[src/rtl/ats21_pkg.sv]
// Shared types and constants for the ATS21 alarm collector.
// Optional feature macro: ATS21_ALARM_TS_EN adds a timestamp field to each event.
package ats21_pkg;

  localparam int NUM_ALARMS = 24;
  localparam int ID_W       = $clog2(NUM_ALARMS);
  localparam int TS_W       = 16;

  typedef logic [NUM_ALARMS-1:0] alarm_vec_t;

  // One queued event: alarm number, plus its capture time when timestamps are built in.
  typedef struct packed {
`ifdef ATS21_ALARM_TS_EN
    logic [TS_W-1:0] ts;
`endif
    logic [ID_W-1:0] id;
  } alarm_evt_t;

endpackage

[src/rtl/ats21_evt_fifo.sv]
// First-word fall-through event FIFO for the alarm collector.
// Optional feature macro: ATS21_ALARM_TS_EN (widens alarm_evt_t via the package).
module ats21_evt_fifo
  import ats21_pkg::*;
#(
  parameter int DEPTH = 8
) (
  input  logic       clk,
  input  logic       reset,
  input  logic       push,
  input  alarm_evt_t push_data,
  input  logic       pop,
  output alarm_evt_t pop_data,
  output logic       full,
  output logic       empty
);

  localparam int PTR_W = $clog2(DEPTH);

  alarm_evt_t         r_mem [DEPTH];
  logic [PTR_W-1:0]   r_wr_ptr;
  logic [PTR_W-1:0]   r_rd_ptr;
  logic [PTR_W:0]     r_count;
  logic               w_do_push;
  logic               w_do_pop;

  assign empty     = (r_count == '0);
  assign full      = (r_count == (PTR_W+1)'(DEPTH));
  assign w_do_pop  = pop & ~empty;
  // A pop frees the slot in the same cycle, so a full FIFO can still accept a push.
  assign w_do_push = push & (~full | w_do_pop);

  // Head is forced to zero while empty so the outputs are defined straight out of reset.
  assign pop_data = empty ? alarm_evt_t'('0) : r_mem[r_rd_ptr];

  // Storage write; no reset so it can map onto distributed RAM.
  always_ff @(posedge clk) begin
    if (w_do_push) begin
      r_mem[r_wr_ptr] <= push_data;
    end
  end

  // Pointer and occupancy bookkeeping; pointers wrap naturally (DEPTH is a power of 2).
  always_ff @(posedge clk) begin
    if (reset) begin
      r_wr_ptr <= '0;
      r_rd_ptr <= '0;
      r_count  <= '0;
    end else begin
      if (w_do_push) r_wr_ptr <= r_wr_ptr + 1'b1;
      if (w_do_pop)  r_rd_ptr <= r_rd_ptr + 1'b1;
      case ({w_do_push, w_do_pop})
        2'b10:   r_count <= r_count + 1'b1;
        2'b01:   r_count <= r_count - 1'b1;
        default: r_count <= r_count;
      endcase
    end
  end

endmodule

[src/rtl/ats21_alarm_collector.sv]
// Collects ATS21 "finished" pulses into single events, queues alarm IDs and
// presents them over valid/ready with a level irq.
// Optional feature macro: ATS21_ALARM_TS_EN adds per-event timestamps on evt_ts.
module ats21_alarm_collector
  import ats21_pkg::alarm_evt_t;
#(
  parameter int NUM_ALARMS = 24,
  parameter int ID_W       = 5,
  parameter int FIFO_DEPTH = 8,
  parameter int CNT_W      = 8,
  parameter int TS_W       = 16
) (
  input  logic                  clk,
  input  logic                  reset,
  input  logic [NUM_ALARMS-1:0] alarm_in,
  input  logic                  mask_wr,
  input  logic [NUM_ALARMS-1:0] mask_data,
  output logic                  evt_valid,
  output logic [ID_W-1:0]       evt_id,
  input  logic                  evt_ready,
  output logic [NUM_ALARMS-1:0] pending,
  output logic                  irq,
  output logic [CNT_W-1:0]      coalesce_cnt,
  input  logic                  clr_cnt
`ifdef ATS21_ALARM_TS_EN
  ,
  output logic [TS_W-1:0]       evt_ts
`endif
);

  localparam logic [31:0] CNT_MAX = (32'd1 << CNT_W) - 32'd1;

  logic [NUM_ALARMS-1:0] r_alarm_q;
  logic [NUM_ALARMS-1:0] r_mask;
  logic [NUM_ALARMS-1:0] r_pending;
  logic [CNT_W-1:0]      r_cnt;

  logic [NUM_ALARMS-1:0] w_rise;
  logic [NUM_ALARMS-1:0] w_drain;
  logic [NUM_ALARMS-1:0] w_hold;
  logic [NUM_ALARMS-1:0] w_coal;
  logic [ID_W-1:0]       w_sel;
  logic                  w_any_pend;
  logic                  w_full;
  logic                  w_empty;
  logic                  w_pop;
  logic                  w_can_push;
  logic                  w_push;
  logic [31:0]           w_ncoal;
  logic [31:0]           w_cnt_sum;
  alarm_evt_t            w_push_evt;
  alarm_evt_t            w_head_evt;

  // Rising edge of an enabled alarm; alarm_q follows the raw input even when masked.
  assign w_rise = alarm_in & ~r_alarm_q & r_mask;

  assign w_pop      = ~w_empty & evt_ready;
  assign w_can_push = ~w_full | w_pop;
  assign w_push     = w_any_pend & w_can_push;

  // Lowest-index pending alarm wins the single push slot each cycle.
  always_comb begin
    w_sel      = '0;
    w_any_pend = 1'b0;
    for (int i = NUM_ALARMS - 1; i >= 0; i--) begin
      if (r_pending[i]) begin
        w_sel      = ID_W'(i);
        w_any_pend = 1'b1;
      end
    end
  end

  genvar gi;
  generate
    for (gi = 0; gi < NUM_ALARMS; gi++) begin : g_drain
      assign w_drain[gi] = w_push & (w_sel == ID_W'(gi));
    end
  endgenerate

  // Bits that stay pending regardless of new rises; a rise landing on one of them is lost.
  assign w_hold = r_pending & ~w_drain;
  assign w_coal = w_rise & w_hold;

  // Number of events merged away this cycle.
  always_comb begin
    w_ncoal = '0;
    for (int i = 0; i < NUM_ALARMS; i++) begin
      w_ncoal = w_ncoal + 32'(w_coal[i]);
    end
  end

  assign w_cnt_sum = 32'(r_cnt) + w_ncoal;

  // Edge-detect history and host-writable enable mask.
  always_ff @(posedge clk) begin
    if (reset) begin
      r_alarm_q <= '0;
      r_mask    <= '1;
    end else begin
      r_alarm_q <= alarm_in;
      if (mask_wr) r_mask <= mask_data;
    end
  end

  // Sticky pending bits: set by a rise, cleared only when pushed into the FIFO.
  always_ff @(posedge clk) begin
    if (reset) begin
      r_pending <= '0;
    end else begin
      r_pending <= w_hold | w_rise;
    end
  end

  // Saturating coalesce counter; an explicit clear beats any increment.
  always_ff @(posedge clk) begin
    if (reset || clr_cnt) begin
      r_cnt <= '0;
    end else if (w_cnt_sum > CNT_MAX) begin
      r_cnt <= CNT_W'(CNT_MAX);
    end else begin
      r_cnt <= CNT_W'(w_cnt_sum);
    end
  end

`ifdef ATS21_ALARM_TS_EN
  logic [TS_W-1:0] r_ts;
  logic [TS_W-1:0] r_ts_cap [NUM_ALARMS];

  // Free-running timebase, wraps.
  always_ff @(posedge clk) begin
    if (reset) r_ts <= '0;
    else       r_ts <= r_ts + 1'b1;
  end

  // Capture time only when a rise starts a new pending event; coalesced rises keep the first time.
  generate
    for (gi = 0; gi < NUM_ALARMS; gi++) begin : g_ts_cap
      always_ff @(posedge clk) begin
        if (reset) begin
          r_ts_cap[gi] <= '0;
        end else if (w_rise[gi] && !w_hold[gi]) begin
          r_ts_cap[gi] <= r_ts;
        end
      end
    end
  endgenerate
`endif

  // Event word presented to the FIFO for the selected alarm.
  always_comb begin
    w_push_evt    = '0;
    w_push_evt.id = w_sel;
`ifdef ATS21_ALARM_TS_EN
    w_push_evt.ts = r_ts_cap[w_sel];
`endif
  end

  ats21_evt_fifo #(
    .DEPTH (FIFO_DEPTH)
  ) u_fifo (
    .clk       (clk),
    .reset     (reset),
    .push      (w_push),
    .push_data (w_push_evt),
    .pop       (w_pop),
    .pop_data  (w_head_evt),
    .full      (w_full),
    .empty     (w_empty)
  );

  assign evt_valid    = ~w_empty;
  assign irq          = ~w_empty;
  assign evt_id       = w_head_evt.id;
  assign pending      = r_pending;
  assign coalesce_cnt = r_cnt;
`ifdef ATS21_ALARM_TS_EN
  assign evt_ts       = w_head_evt.ts;
`endif

endmodule

[config.mk]
export PLATFORM = sky130hd
export DESIGN_NAME = ats21_alarm_collector
export DESIGN_NICKNAME = d
export VERILOG_FILES = /design/src/rtl/ats21_pkg.sv /design/src/rtl/ats21_evt_fifo.sv /design/src/rtl/ats21_alarm_collector.sv
export SDC_FILE = /design/constraint.sdc
export NUM_CORES = 1
export LEC_CHECK = 0
export ABC_CLOCK_PERIOD_IN_PS = 9200
export CORE_MARGIN = 5
export CORE_UTILIZATION = 40
export DETAILED_ROUTE_END_ITERATION = 10
export GPL_TIMING_DRIVEN = 0
export PLACE_DENSITY_LB_ADDON = 0.25
export SLEW_MARGIN = 15
export SYNTH_ARGS = -nofsm -noshare
export SYNTH_HDL_FRONTEND = slang
export SYNTH_SLANG_ARGS = --single-unit
[constraint.sdc]
create_clock -name clk -period 9.2 [get_ports clk]
set_input_delay 2.76 -clock clk [delete_from_list [all_inputs] [get_ports clk]]
set_output_delay 2.76 -clock clk [all_outputs]
set_load 0.005 [all_outputs]
==> results of run 1 <==
-- synth_stat cells (all sizes together) (10+ instances only) --
| cell | number |
|---|---|
| nor2b | 31 |
| nor2 | 55 |
| clkbuf | 11 |
| nor3 | 12 |
| edfxtp | 40 |
| buf | 11 |
| nand3 | 10 |
| inv | 39 |
| mux2i | 30 |
| mux4 | 10 |
| a31oi | 14 |
| dfxtp | 93 |
| and3b | 17 |
| nand2 | 40 |
| o311ai | 11 |
| fa | 20 |
| a21oi | 20 |
| ha | 16 |
| o21ai | 29 |
-- power by group through the flow --
stage	Sequential, mW	Clock [mW]	Combinational, mW
after floorplan	0.717	0	0.362
after global placement	0.726	0	0.553
after detailed placement	0.729	0	0.568
after CTS	0.717	0.648	0.573
after global routing	0.725	0.678	0.640
final	0.718	0.635	0.567
-- cell families (layout without fill, tap and decap cells) --
family	Yosys count	in the layout
flip-flops	133	133
adder cells (fa/ha/maj)	36	36
multiplexers	40	40
buffers and inverters	62	184
AO/OA/AOI/OAI	110	110
XOR/XNOR	10	10
AND/OR/NAND/NOR	210	210
-- stage by stage --
| stage | cell area (µm²) | setup slack [ns] |
|---|---|---|
| after detailed placement | 7630 | -0.129 |
| final | 8190 | 0.488 |
| after global placement | 7630 | -0.0763 |
| after CTS | 8190 | 0.295 |
| after global routing | 8190 | 0.0773 |
| after floorplan | 6460 | 1.29 |
-- worst paths after layout --
check                                        to  slack, ns
worst max-delay path            coalesce_cnt[1]       0.49
worst max register to register  coalesce_cnt[1]       2.32
worst min-delay path                  r_mask[6]       0.46
worst min register to register        r_mask[6]       0.46
-- layout make-up --
cell class              count  area, µm²  area share (%)
repair buffers             90        901            11.0
well taps                 216        270            3.30
plain buffers              22       92.6            1.13
clock buffers              18        429            5.24
inverters                  40        150            1.83
clock inverters            14        129            1.57
flip-flops and latches    133       3060            37.4
multi-input cells         406       3160            38.5
-- critical path, delay by kind of cell --
kind,cells,cell delay [ns]
fa+ha+maj,7,3.30
compound gates,5,1.40
buf+inv,4,1.01
simple gates,3,0.55
-- registers in the layout, indices dropped and copies added (netlist names), named ones only --
register         count
u_fifo.r_mem        40
pending             24
r_alarm_q           24
r_mask              24
coalesce_cnt         8
u_fifo.r_count       4
u_fifo.r_rd_ptr      3
u_fifo.r_wr_ptr      3
-- metal layers --
| layer | global-route usage, % | routed length, µm | up-vias |
|---|---|---|---|
| met5 | 0 | 0 | - |
| met4 | 6.82 | 380 | 0 |
| met3 | 5.66 | 1010 | 29 |
| met2 | 29.5 | 7680 | 139 |
| met1 | 24.6 | 7500 | 2436 |
| li1 | - | - | 2394 |
-- repair_timing --
item	CTS	global route
resized for setup	0	1
setup endpoints to repair	0	6
hold buffers	0	0
==> reports/results.txt, run 1 <==
Source of the critical timing path: evt_ready. Walking the worst path, the cells encountered are clkdlybuf4s50_1 > or3_1 > clkbuf_1 > nand3b_2 > o311ai_0 > fa_1 > fa_1 > fa_1 > fa_1 > inv_1 > fa_1 > fa_1 > inv_1 > fa_1 > nand2b_1 > a21oi_1 > o21a_1 > o21ai_1 > a21oi_1. The startpoint identified for the worst hold timing path is r_mask[6]. In this design, the stage delay of the slowest critical-path cell is 0.63 ns. The per-cell via count in the routed design works out to 5.32. Setup repair after global routing left no endpoint under its margin. Summed over all nets, the half-perimeter wirelength after detailed placement is 12500 µm. No sink is reached through more buffers than the 2 on the longest clock path. Pin placement for this block handled 92 I/O pins.

Counting flops with a built-in enable in the synthesized netlist gives 40. After Yosys synthesis, full adders, half adders and majority gates account for 9.30% of the synthesized area. The logs give 18800 µm² for the floorplan die area and 4998 for the total via count in the routed design. The worst setup path is captured at a flop. The library cell used most frequently in the layout, excluding fill and tap cells, is sky130_fd_sc_hd__dfxtp_1. After filler insertion, the fill cell instance count of the layout stands at 1460. The share of synthesized area spent on multiplexers was 8.13%; the actual slew at the worst max-slew pin was 1.02 ns. Cells fill 51.6% of the core in the end.

The flow ran to the end, and the final reports show no timing, DRC or antenna violations. After synthesis, flip-flops and latches occupy 47.4% of the total area. In the global route stage, overall resource usage came out at 18.8%.

The detail route stage leaves a number of antenna-violating nets equal to 0. Counting distinct cell types in the post-synthesis netlist gives 63. TritonCTS built the clock tree. Among all flip-flop cells after synthesis, the most frequent one is sky130_fd_sc_hd__dfxtp_1. Dividing total power by cell area gives a power density of 234 nW/µm². In the routed design, unresolved DRC markers number 0. The run gives 0 ns as the aggregate negative setup slack. The number of cells on the worst reg-to-reg path is 19. For this run, the detailed router's first-pass iteration total came to 6. The H-tree depth was 4.

CTS placed an instance of sky130_fd_sc_hd__clkbuf_16 at the clock tree root. Synthesis inferred 133 register bits. Sequential cells account for 37.4% of the total power.

In this run the tightest slew margin relative to its limit is 31.1%. STA classifies the critical path startpoint as a primary input. The clock buffer count from CTS is 17, and the floorplan row count is 46. The number of DRC markers in iteration 0 is 295, and the critical path arrival is 9.00 ns. Synthesis produced a netlist whose cell count is 601. In the final design database the tool counted 799 nets.

Counting flops with an async set or reset pin after synthesis yields a share of 0%. The synthesized-area fraction occupied by and/or/nand/nor cells is 18.0%. Compared with the post-synthesis result, the final layout area differs by 26.8%. The worst-case IR drop observed on VDD is 0.139 mV. Counting every net in the synthesized netlist gives 690. For the effective utilization at floorplan, the log shows 40.7%. The analysis attributes to cell leakage a power of 3.18 nW. The via count of the first global-routing pass was 5136; the xor-xnor portion of the synthesized cell area was 1.36%. During synthesis, Yosys emitted a total of 0 warnings. The library cells used most frequently in the layout, excluding fill and tap cells, are 93 x sky130_fd_sc_hd__dfxtp_1, 90 x sky130_fd_sc_hd__clkdlybuf4s50_1, 55 x sky130_fd_sc_hd__nor2_1. The logs give 0.42 ns for the worst-skew pair later-pin latency and 0.928 for the placer's final routability congestion estimate.

The y dimension of the die is 137 µm, and the number of placed instances with taps included is 907. The final worst-path cycle share was 94.7%; the core area was 15900 µm². The run gives 0 as the sum of overflow across all layers after global routing. After layout, the design draws a total of 1.92 mW.

The port buffer count is 90. The cell with the most instances on the worst path was sky130_fd_sc_hd__fa_1. In the final routed layout, each cell accounts on average for 17.6 µm. The tools report the initial antenna violation count as 0.

Post-CTS timing repair inserted 0 buffers for setup. The type of the most critical hold path was flop to flop. Entering global routing, the biggest net connects 18 pins.

The max-slew violation count was 0; the cell-internal power was 1.30 mW. The synthesized-area fraction occupied by ao, oa, aoi and oai cells is 12.0%. The time the final worst path needs with I/O delays and setup was 8.71 ns; the die width was 137 µm. Post-synthesis instance area: 6460 µm². The tools report the hold violation total from the final report as 0. The global-route wire length before repair was 26800 µm. Of the post-synthesis cell area, the dominant cell type holds 28.8%. The peak clock frequency supported by timing was 115 MHz.

The maximum fanout encountered on the critical timing path came out at 8. The share of layout cells above drive strength 1 is 8.44%, and the fraction of power spent switching nets is 32.2%. The hold-critical path depth came out at 2. The largest individual stage delay along the critical path comes from the cell sky130_fd_sc_hd__clkdlybuf4s50_1. The share of total power dissipated in combinational logic is 29.5%. The analysis attributes to net switching a power of 617 µW.

After synthesis, the largest family of logic cells by area is simple AND/OR/NAND/NOR gates. Yosys attributes the largest share of cell area to sky130_fd_sc_hd__dfxtp_1 29%, sky130_fd_sc_hd__edfxtp_1 19%, sky130_fd_sc_hd__fa_1 6.2%. Per report_power, the clock group accounts for 33.1% of the total. Max-cap violations in this run came to 0. Required arrival time at the worst endpoint: 9.49 ns. A synthesized cell averages 10.8 µm². The critical path is of the primary input to flop type.

The worst register-to-register path begins at pending[22]. Of all cell types, the one taking the most synthesized area is sky130_fd_sc_hd__dfxtp_1. The number of antenna diodes in the final layout is 0.

The number of failing setup endpoints in the final timing report is 0. Counting every sink on the clock net gives 133. The final layout contains routed wiring with a total length of 16600 µm. The run gives 0.00821 ns as the clock skew after layout. Hold is met by 0.464 ns. For this run, the number of standard cells in the final layout without fillers is 939. Clock-pin slew was measured on the worst setup and hold paths at 0.06 ns.
Power figures use the tool's default switching activity.
==> run 2: changes to the inputs <==
--- a/config.mk
+++ b/config.mk
@@ -5,8 +5,8 @@
 export SDC_FILE = /design/constraint.sdc
 export NUM_CORES = 1
 export LEC_CHECK = 0
-export ABC_CLOCK_PERIOD_IN_PS = 9200
-export CORE_MARGIN = 5
+export ABC_CLOCK_PERIOD_IN_PS = 11100
+export CORE_MARGIN = 2
 export CORE_UTILIZATION = 40
 export DETAILED_ROUTE_END_ITERATION = 10
 export GPL_TIMING_DRIVEN = 0
==> constraint.sdc (replaced) <==
create_clock -name clk -period 11.1 [get_ports clk]
set_input_delay 3.33 -clock clk [delete_from_list [all_inputs] [get_ports clk]]
set_output_delay 3.33 -clock clk [all_outputs]
set_load 0.005 [all_outputs]
==> reports/results.txt, run 2 (synthesized netlist as in run 1, its figures left out) <==
Type of the worst setup path: primary input to flop. The tree is rooted in a sky130_fd_sc_hd__clkbuf_16. For the number of DRC markers in iteration 0, the log shows 309. Data arrives at the worst endpoint at 9.81 ns.

The worst setup path is captured at a flop. In the layout the commonest cells are 93 x sky130_fd_sc_hd__dfxtp_1, 90 x sky130_fd_sc_hd__clkdlybuf4s50_1, 55 x sky130_fd_sc_hd__nor2_1. Post-DP HPWL: 12200 µm. In the final design database the tool counted 799 nets. STA classifies the critical path startpoint as a primary input.

The total area inside the core boundary comes to 15800 µm². The number of routed nets with antenna violations was 0. The sum of overflow across all layers after global routing was 0. The tools report the number of primary I/O pins as 92. Number of violations of the max-capacitance limit: 0.

Setup repair after global routing left no endpoint under its margin. Routability-driven placement finished with a final weighted congestion of 0.906. The worst-case IR drop observed on VDD is 0.112 mV.

The number of clock buffers added by TritonCTS is 17. For the pin with the worst max-slew slack, the measured transition is 0.904 ns. The analysis attributes to cell leakage a power of 3.21 nW. The first global-routing pass estimated 26200 µm of wire.

The tools report the total of fill cells in the finished design as 1388. For the fraction of power consumed by combinational cells, the log shows 28.8%. TritonCTS built the clock tree. The floorplan step set the die width to 131 µm. The time the final worst path needs with I/O delays and setup came out at 9.55 ns.

The critical path goes through clkdlybuf4s50_1 > or3_1 > clkbuf_1 > nand3b_2 > o311ai_0 > fa_1 > fa_1 > fa_1 > fa_1 > inv_1 > fa_1 > fa_1 > inv_1 > fa_1 > nand2b_1 > a21oi_1 > o21a_1 > o21ai_0 > a21oi_1. The total inserted antenna cells is 0. Derived from the worst setup path, the maximum achievable clock frequency is 105 MHz.

For the total via count in the routed design, the log shows 4963. After detailed routing, the number of vias per cell comes to 5.29. At the worst endpoint, the required time is 11.36 ns. The portion of total power attributed to sequential cells is 36.2%, and the fraction of power spent switching nets is 31.2%. The via count of the first global-routing pass came out at 4993.

Entering global routing, the biggest net connects 18 pins. The sum of routed wire length over all layers is 16500 µm, and the area used by multi-input combinational logic is 3160 µm². The logs give 0 for the post-CTS repair timing setup buffer count and 2 for the number of buffers on the longest clock path.

The sequential cells in the finished layout cover a total of 3060 µm². The internal portion of the total power is 1.13 mW. Headroom to the max-slew limit came out at 39.2%. After clock tree synthesis, the repair step resized 0 gates. More flip-flops sit in one register than any other, and that register is u_fifo.r_mem.

The min-delay analysis places its worst path in the category flop to flop. The areal power density over the cells is 200 nW/µm², and the port buffer count is 90. Grouping stages by cell kind, the critical path spends the most delay in adder cells. Clock-pin slew was measured on the worst setup and hold paths at 0.06 ns. For this run, the slowest stage of the critical path takes 0.65 ns. The remaining design rule violation count was 0.

The logs give 0.42 ns for the worst-skew pair later-pin latency and 1.55 ns for the worst-case setup margin in the final layout. The max-slew violation count was 0; the net switching power was 515 µW. The run finished with clean final reports. Relative to the synthesized area, the layout overhead comes to 27.8%.

Summed over all failing endpoints, the final setup total negative slack is 0 ns. The slowest cell on the critical path is sky130_fd_sc_hd__clkdlybuf4s50_1. The number of buffer and inverter instances along the worst setup path is 4. The initial utilization of the core area, before any placement, comes to 40.8%.

For the hold violation total from the final report, the log shows 0. Measured along the y axis, the die boundary spans 131 µm. By instance count, the cell type seen most on the critical path is sky130_fd_sc_hd__fa_1. The number of detailed-route iterations in the first pass is 5.

The number of flip-flops under the largest register name was 40. The clock skew after layout was 0.00768 ns. Global routing used 20.3% of the available tracks across all layers. In this run the number of H-tree levels came out at 4. The die covers 17200 µm². The share of layout cells above drive strength 1 was 8.99%; the clock group share of total power was 35.0%.

The floorplan has 46 rows. The per-cell routed wire length is 17.6 µm, and the maximum fanout encountered on the critical timing path is 8. Setup violations remaining at the end of the flow were counted as 0. The tools report the pre-CTS setup slack as 1.18 ns.

Clock tree synthesis found a total of 133 sinks. The run gives 0 as the cts-stage hold buffer count. The final worst-path cycle share works out to 86.0%.

Leaving out fill and tap cells, the most frequent cell in the layout is sky130_fd_sc_hd__dfxtp_1. The tools report the initial antenna violation count as 0.
[run 2: changes by cell type in the layout (fill, tap and decap cells not counted), sizes merged]
cell,delta
bufinv,+2
inv,-2
[run 2: per-stage QoR]
stage	std cells	hold WS [ns]	total power, mW	util, %	instance area (µm²)
floorplan	601	0.433	0.895	-	6460
global route	939	0.486	1.75	52.2	8260
CTS	939	0.473	1.66	52.1	8250
detailed placement	907	0.455	1.08	48.2	7630
finish	939	0.466	1.65	52.2	8260
global placement	907	0.446	1.07	48.2	7630
[run 2: power groups by stage]
stage	Sequential (mW)	Clock, mW	Combinational [mW]
floorplan	0.595	0	0.300
global placement	0.603	0	0.463
detailed placement	0.606	0	0.473
CTS	0.596	0.588	0.481
global route	0.603	0.614	0.532
finish	0.597	0.577	0.475
[run 2: layout make-up]
type                            count  area share, %
Buffer                             22           1.12
Clock buffer                       18           5.32
Clock inverter                     14           2.15
Inverter                           40           1.82
Multi-Input combinational cell    406           38.3
Sequential cell                   133           37.1
Tap cell                          216           3.27
Timing Repair Buffer               90           10.9
[run 2: path summary, 6_finish.rpt]
path | slack, ns | to | startpoint | cells after the start
worst max register to register | 4.02 | coalesce_cnt[4] | pending[15] | 21
worst max-delay path | 1.55 | coalesce_cnt[4] | evt_ready | 19
worst min register to register | 0.47 | r_mask[23] | r_mask[23] | 2
worst min-delay path | 0.47 | r_mask[23] | r_mask[23] | 2
[run 2: worst register-to-register path: stages, from the launching register on]
cell and delay, ns:
sky130_fd_sc_hd__dfxtp_1 0.39, sky130_fd_sc_hd__nor4_1 0.68, sky130_fd_sc_hd__nand2_1 0.30, sky130_fd_sc_hd__nor3b_1 0.35, sky130_fd_sc_hd__nand2_1 0.19, sky130_fd_sc_hd__o311ai_1 0.34, sky130_fd_sc_hd__fa_1 0.51, sky130_fd_sc_hd__fa_1 0.56
sky130_fd_sc_hd__inv_1 0.06, sky130_fd_sc_hd__fa_1 0.51, sky130_fd_sc_hd__inv_1 0.05, sky130_fd_sc_hd__fa_1 0.48, sky130_fd_sc_hd__inv_1 0.06, sky130_fd_sc_hd__fa_1 0.50, sky130_fd_sc_hd__fa_1 0.50, sky130_fd_sc_hd__inv_1 0.09
sky130_fd_sc_hd__fa_1 0.19, sky130_fd_sc_hd__nand2b_1 0.14, sky130_fd_sc_hd__a21oi_1 0.08, sky130_fd_sc_hd__o21a_1 0.18, sky130_fd_sc_hd__o21ai_0 0.61, sky130_fd_sc_hd__a21oi_1 0.15
[run 2: metal layers]
layer	GRT usage (%)	part of all wire, %	up-vias
met3	5.97	6.5	17
li1	-	-	2382
met2	32.4	47	145
met4	5.69	1.2	0
met5	0	0	-
met1	26.9	45	2419
==> run 3: changes to the inputs <==
--- a/config.mk
+++ b/config.mk
@@ -6,7 +6,6 @@
 export NUM_CORES = 1
 export LEC_CHECK = 0
 export ABC_CLOCK_PERIOD_IN_PS = 11100
-export CORE_MARGIN = 2
 export CORE_UTILIZATION = 40
 export DETAILED_ROUTE_END_ITERATION = 10
 export GPL_TIMING_DRIVEN = 0
==> reports/results.txt, run 3 (synthesized netlist as in run 1, its figures left out) <==
The relative max-transition margin is 26.7%, and the required arrival time at the worst endpoint is 11.38 ns. The post-synthesis to final-layout area growth works out to 27.1%. The logs give 0 for the hold violation total from the final report and 0 for the cts-stage hold buffer count. The maximum fanout encountered on the critical timing path was 8; the total number of nets in the final design was 799. The initial antenna violation count was 0; the maximum vdd drop was 0.119 mV. The sum of routed wire length over all layers came out at 16300 µm.

The static leakage was 3.20 nW. At the end of the flow the core is filled with cells to 51.9%. Setup violations remaining at the end of the flow were counted as 0. In this run the remaining antenna-violating nets after routing total 0. The flow ran to the end, and the final reports show no timing, DRC or antenna violations.

The number of detailed-route iterations in the first pass was 5. The areal power density over the cells came out at 197 nW/µm². The run gives 92 as the number of primary I/O pins. Aggregate negative setup slack: 0 ns. The floorplan has 46 rows. The category of the worst setup path launch point is a primary input.

The total area inside the core boundary comes to 15800 µm². The logs give 18 for the pin count of the biggest net entering global routing and 5085 for the via count of the first global-routing pass. Static timing analysis puts the maximum clock frequency at 106 MHz. TritonCTS built the clock tree.

The tools report the total inserted antenna cells as 0. Detailed placement ended at an HPWL of 12100 µm. STA classifies the critical path endpoint as a flop. The global-route wire length before repair was 26500 µm; the worst-skew pair later-pin latency was 0.43 ns.

Placer's final routability congestion estimate: 0.880. The top cell types in the final layout, fill and taps aside, are 93 x sky130_fd_sc_hd__dfxtp_1, 90 x sky130_fd_sc_hd__clkdlybuf4s50_1, 55 x sky130_fd_sc_hd__nor2_1. The run gives 16700 µm² as the floorplan die area. TritonCTS created 17 clock buffers.

The combined global-route utilization of all metal layers is 21.3%, and the number of buffers on the longest clock path is 2. Across the run, the number of max-cap violations was 0. Number of flip-flops under the largest register name: 40. The tools report the sink count of the clock tree as 133. The max-slew violation count is 0. For this run, design rule violations remaining after detail routing come to 0. The per-cell via count in the routed design came out at 5.38. The run gives 8210 µm² as the final instance area. Setup repair after global routing left no endpoint under its margin.

The cell chosen for the clock root was sky130_fd_sc_hd__clkbuf_16. Summed over all layers, the global routing overflow is 0. In the final routed layout, each cell accounts on average for 17.4 µm. The actual slew at the worst max-slew pin came out at 1.09 ns. Once the floorplan was initialized, standard cells occupied 40.8% of the core. Time the final worst path needs with I/O delays and setup: 9.46 ns. The worst setup path is of the primary input to flop kind. Buffers added to address setup during post-CTS repair amount to 0. STA puts the critical path data arrival time at 9.73 ns. After detailed placement, the total cell area comes to 7630 µm².

Final standard cell count with taps included and fillers excluded: 939. Y dimension of the die: 129 µm. Most common cell after layout, fill and taps aside: sky130_fd_sc_hd__dfxtp_1. The min-delay analysis places its worst path in the category flop to flop. The tools report the number of DRC markers in iteration 0 as 265. The tools report the clock skew after layout as 0.00687 ns. The port buffer count was 90; the worst hold margin was 0.464 ns.

The die is 129 µm wide. After clock tree synthesis, the clock-pin slew on the worst setup and hold paths is 0.06 ns. The number of gates resized after CTS was 0. The H-tree was split into 4 levels. Number of placed instances with taps included: 907. Final worst-path cycle share: 85.2%. The share of layout cells above drive strength 1 works out to 8.58%. More flip-flops sit in one register than any other, and that register is u_fifo.r_mem. Detailed routing inserted a total of 5056 vias.
run 3: cell types whose count changed in the layout (fill, tap and decap cells not counted):
cell / previous run / this run
sky130_fd_sc_hd__nor4_2: 1 / 0
sky130_fd_sc_hd__clkinv_4: 5 / 3
sky130_fd_sc_hd__clkinvlp_4: 4 / 3
sky130_fd_sc_hd__bufinv_16: 3 / 2
sky130_fd_sc_hd__clkbuf_8: 1 / 0
sky130_fd_sc_hd__clkinv_1: 1 / 2
sky130_fd_sc_hd__nor4_1: 5 / 6
sky130_fd_sc_hd__clkbuf_1: 11 / 12
sky130_fd_sc_hd__inv_6: 1 / 4
run 3: stage by stage:
stage | setup WS, ns | power (mW)
floorplan | 2.62 | 0.895
global placement | 1.28 | 1.06
detailed placement | 1.25 | 1.07
CTS | 1.67 | 1.64
global route | 1.27 | 1.72
finish | 1.64 | 1.62
run 3: power breakdown:
| part | leakage [nW] | internal, mW | switching [mW] |
|---|---|---|---|
| registers | 1.14 | 0.556 | 0.0392 |
| logic | 1.78 | 0.215 | 0.256 |
| clock network | 0.275 | 0.332 | 0.221 |
| total | 3.20 | 1.10 | 0.516 |
run 3: worst max-delay path: stages:
cell,delay [ns]
sky130_fd_sc_hd__clkdlybuf4s50_1,0.64
sky130_fd_sc_hd__or3_1,0.16
sky130_fd_sc_hd__clkbuf_1,0.24
sky130_fd_sc_hd__nand3b_2,0.25
sky130_fd_sc_hd__o311ai_0,0.60
sky130_fd_sc_hd__fa_1,0.54
sky130_fd_sc_hd__fa_1,0.47
sky130_fd_sc_hd__fa_1,0.52
sky130_fd_sc_hd__fa_1,0.56
sky130_fd_sc_hd__inv_1,0.06
sky130_fd_sc_hd__fa_1,0.51
sky130_fd_sc_hd__fa_1,0.49
sky130_fd_sc_hd__inv_1,0.09
sky130_fd_sc_hd__fa_1,0.19
sky130_fd_sc_hd__nand2b_1,0.14
sky130_fd_sc_hd__a21oi_1,0.09
sky130_fd_sc_hd__o21a_1,0.19
sky130_fd_sc_hd__o21ai_0,0.52
sky130_fd_sc_hd__a21oi_1,0.13
run 3: layer usage:
| layer | wire, µm | up-vias | track usage, % |
|---|---|---|---|
| li1 | - | 2390 | - |
| met1 | 7110 | 2454 | 27.2 |
| met2 | 7800 | 187 | 34.8 |
| met3 | 1120 | 25 | 5.24 |
| met4 | 303 | 0 | 8.86 |
| met5 | 0 | - | 0 |
run 3: worst paths after layout:
kind                     from               to  slack, ns  cells past startpoint
setup / recovery    evt_ready  coalesce_cnt[3]       1.64                     19
hold reg to reg    r_mask[10]       r_mask[10]       0.46                      2
hold / removal     r_mask[10]       r_mask[10]       0.46                      2
setup reg to reg  pending[15]  coalesce_cnt[3]       4.09                     21
run 3: cell type report:
class | count | area, µm²
Multi-Input combinational cell | 406 | 3160
Timing Repair Buffer | 90 | 901
Clock inverter | 14 | 153
Fill cell | 1414 | 7610
Buffer | 22 | 92.6
Inverter | 40 | 150
Clock buffer | 18 | 429
Tap cell | 216 | 270
Sequential cell | 133 | 3060
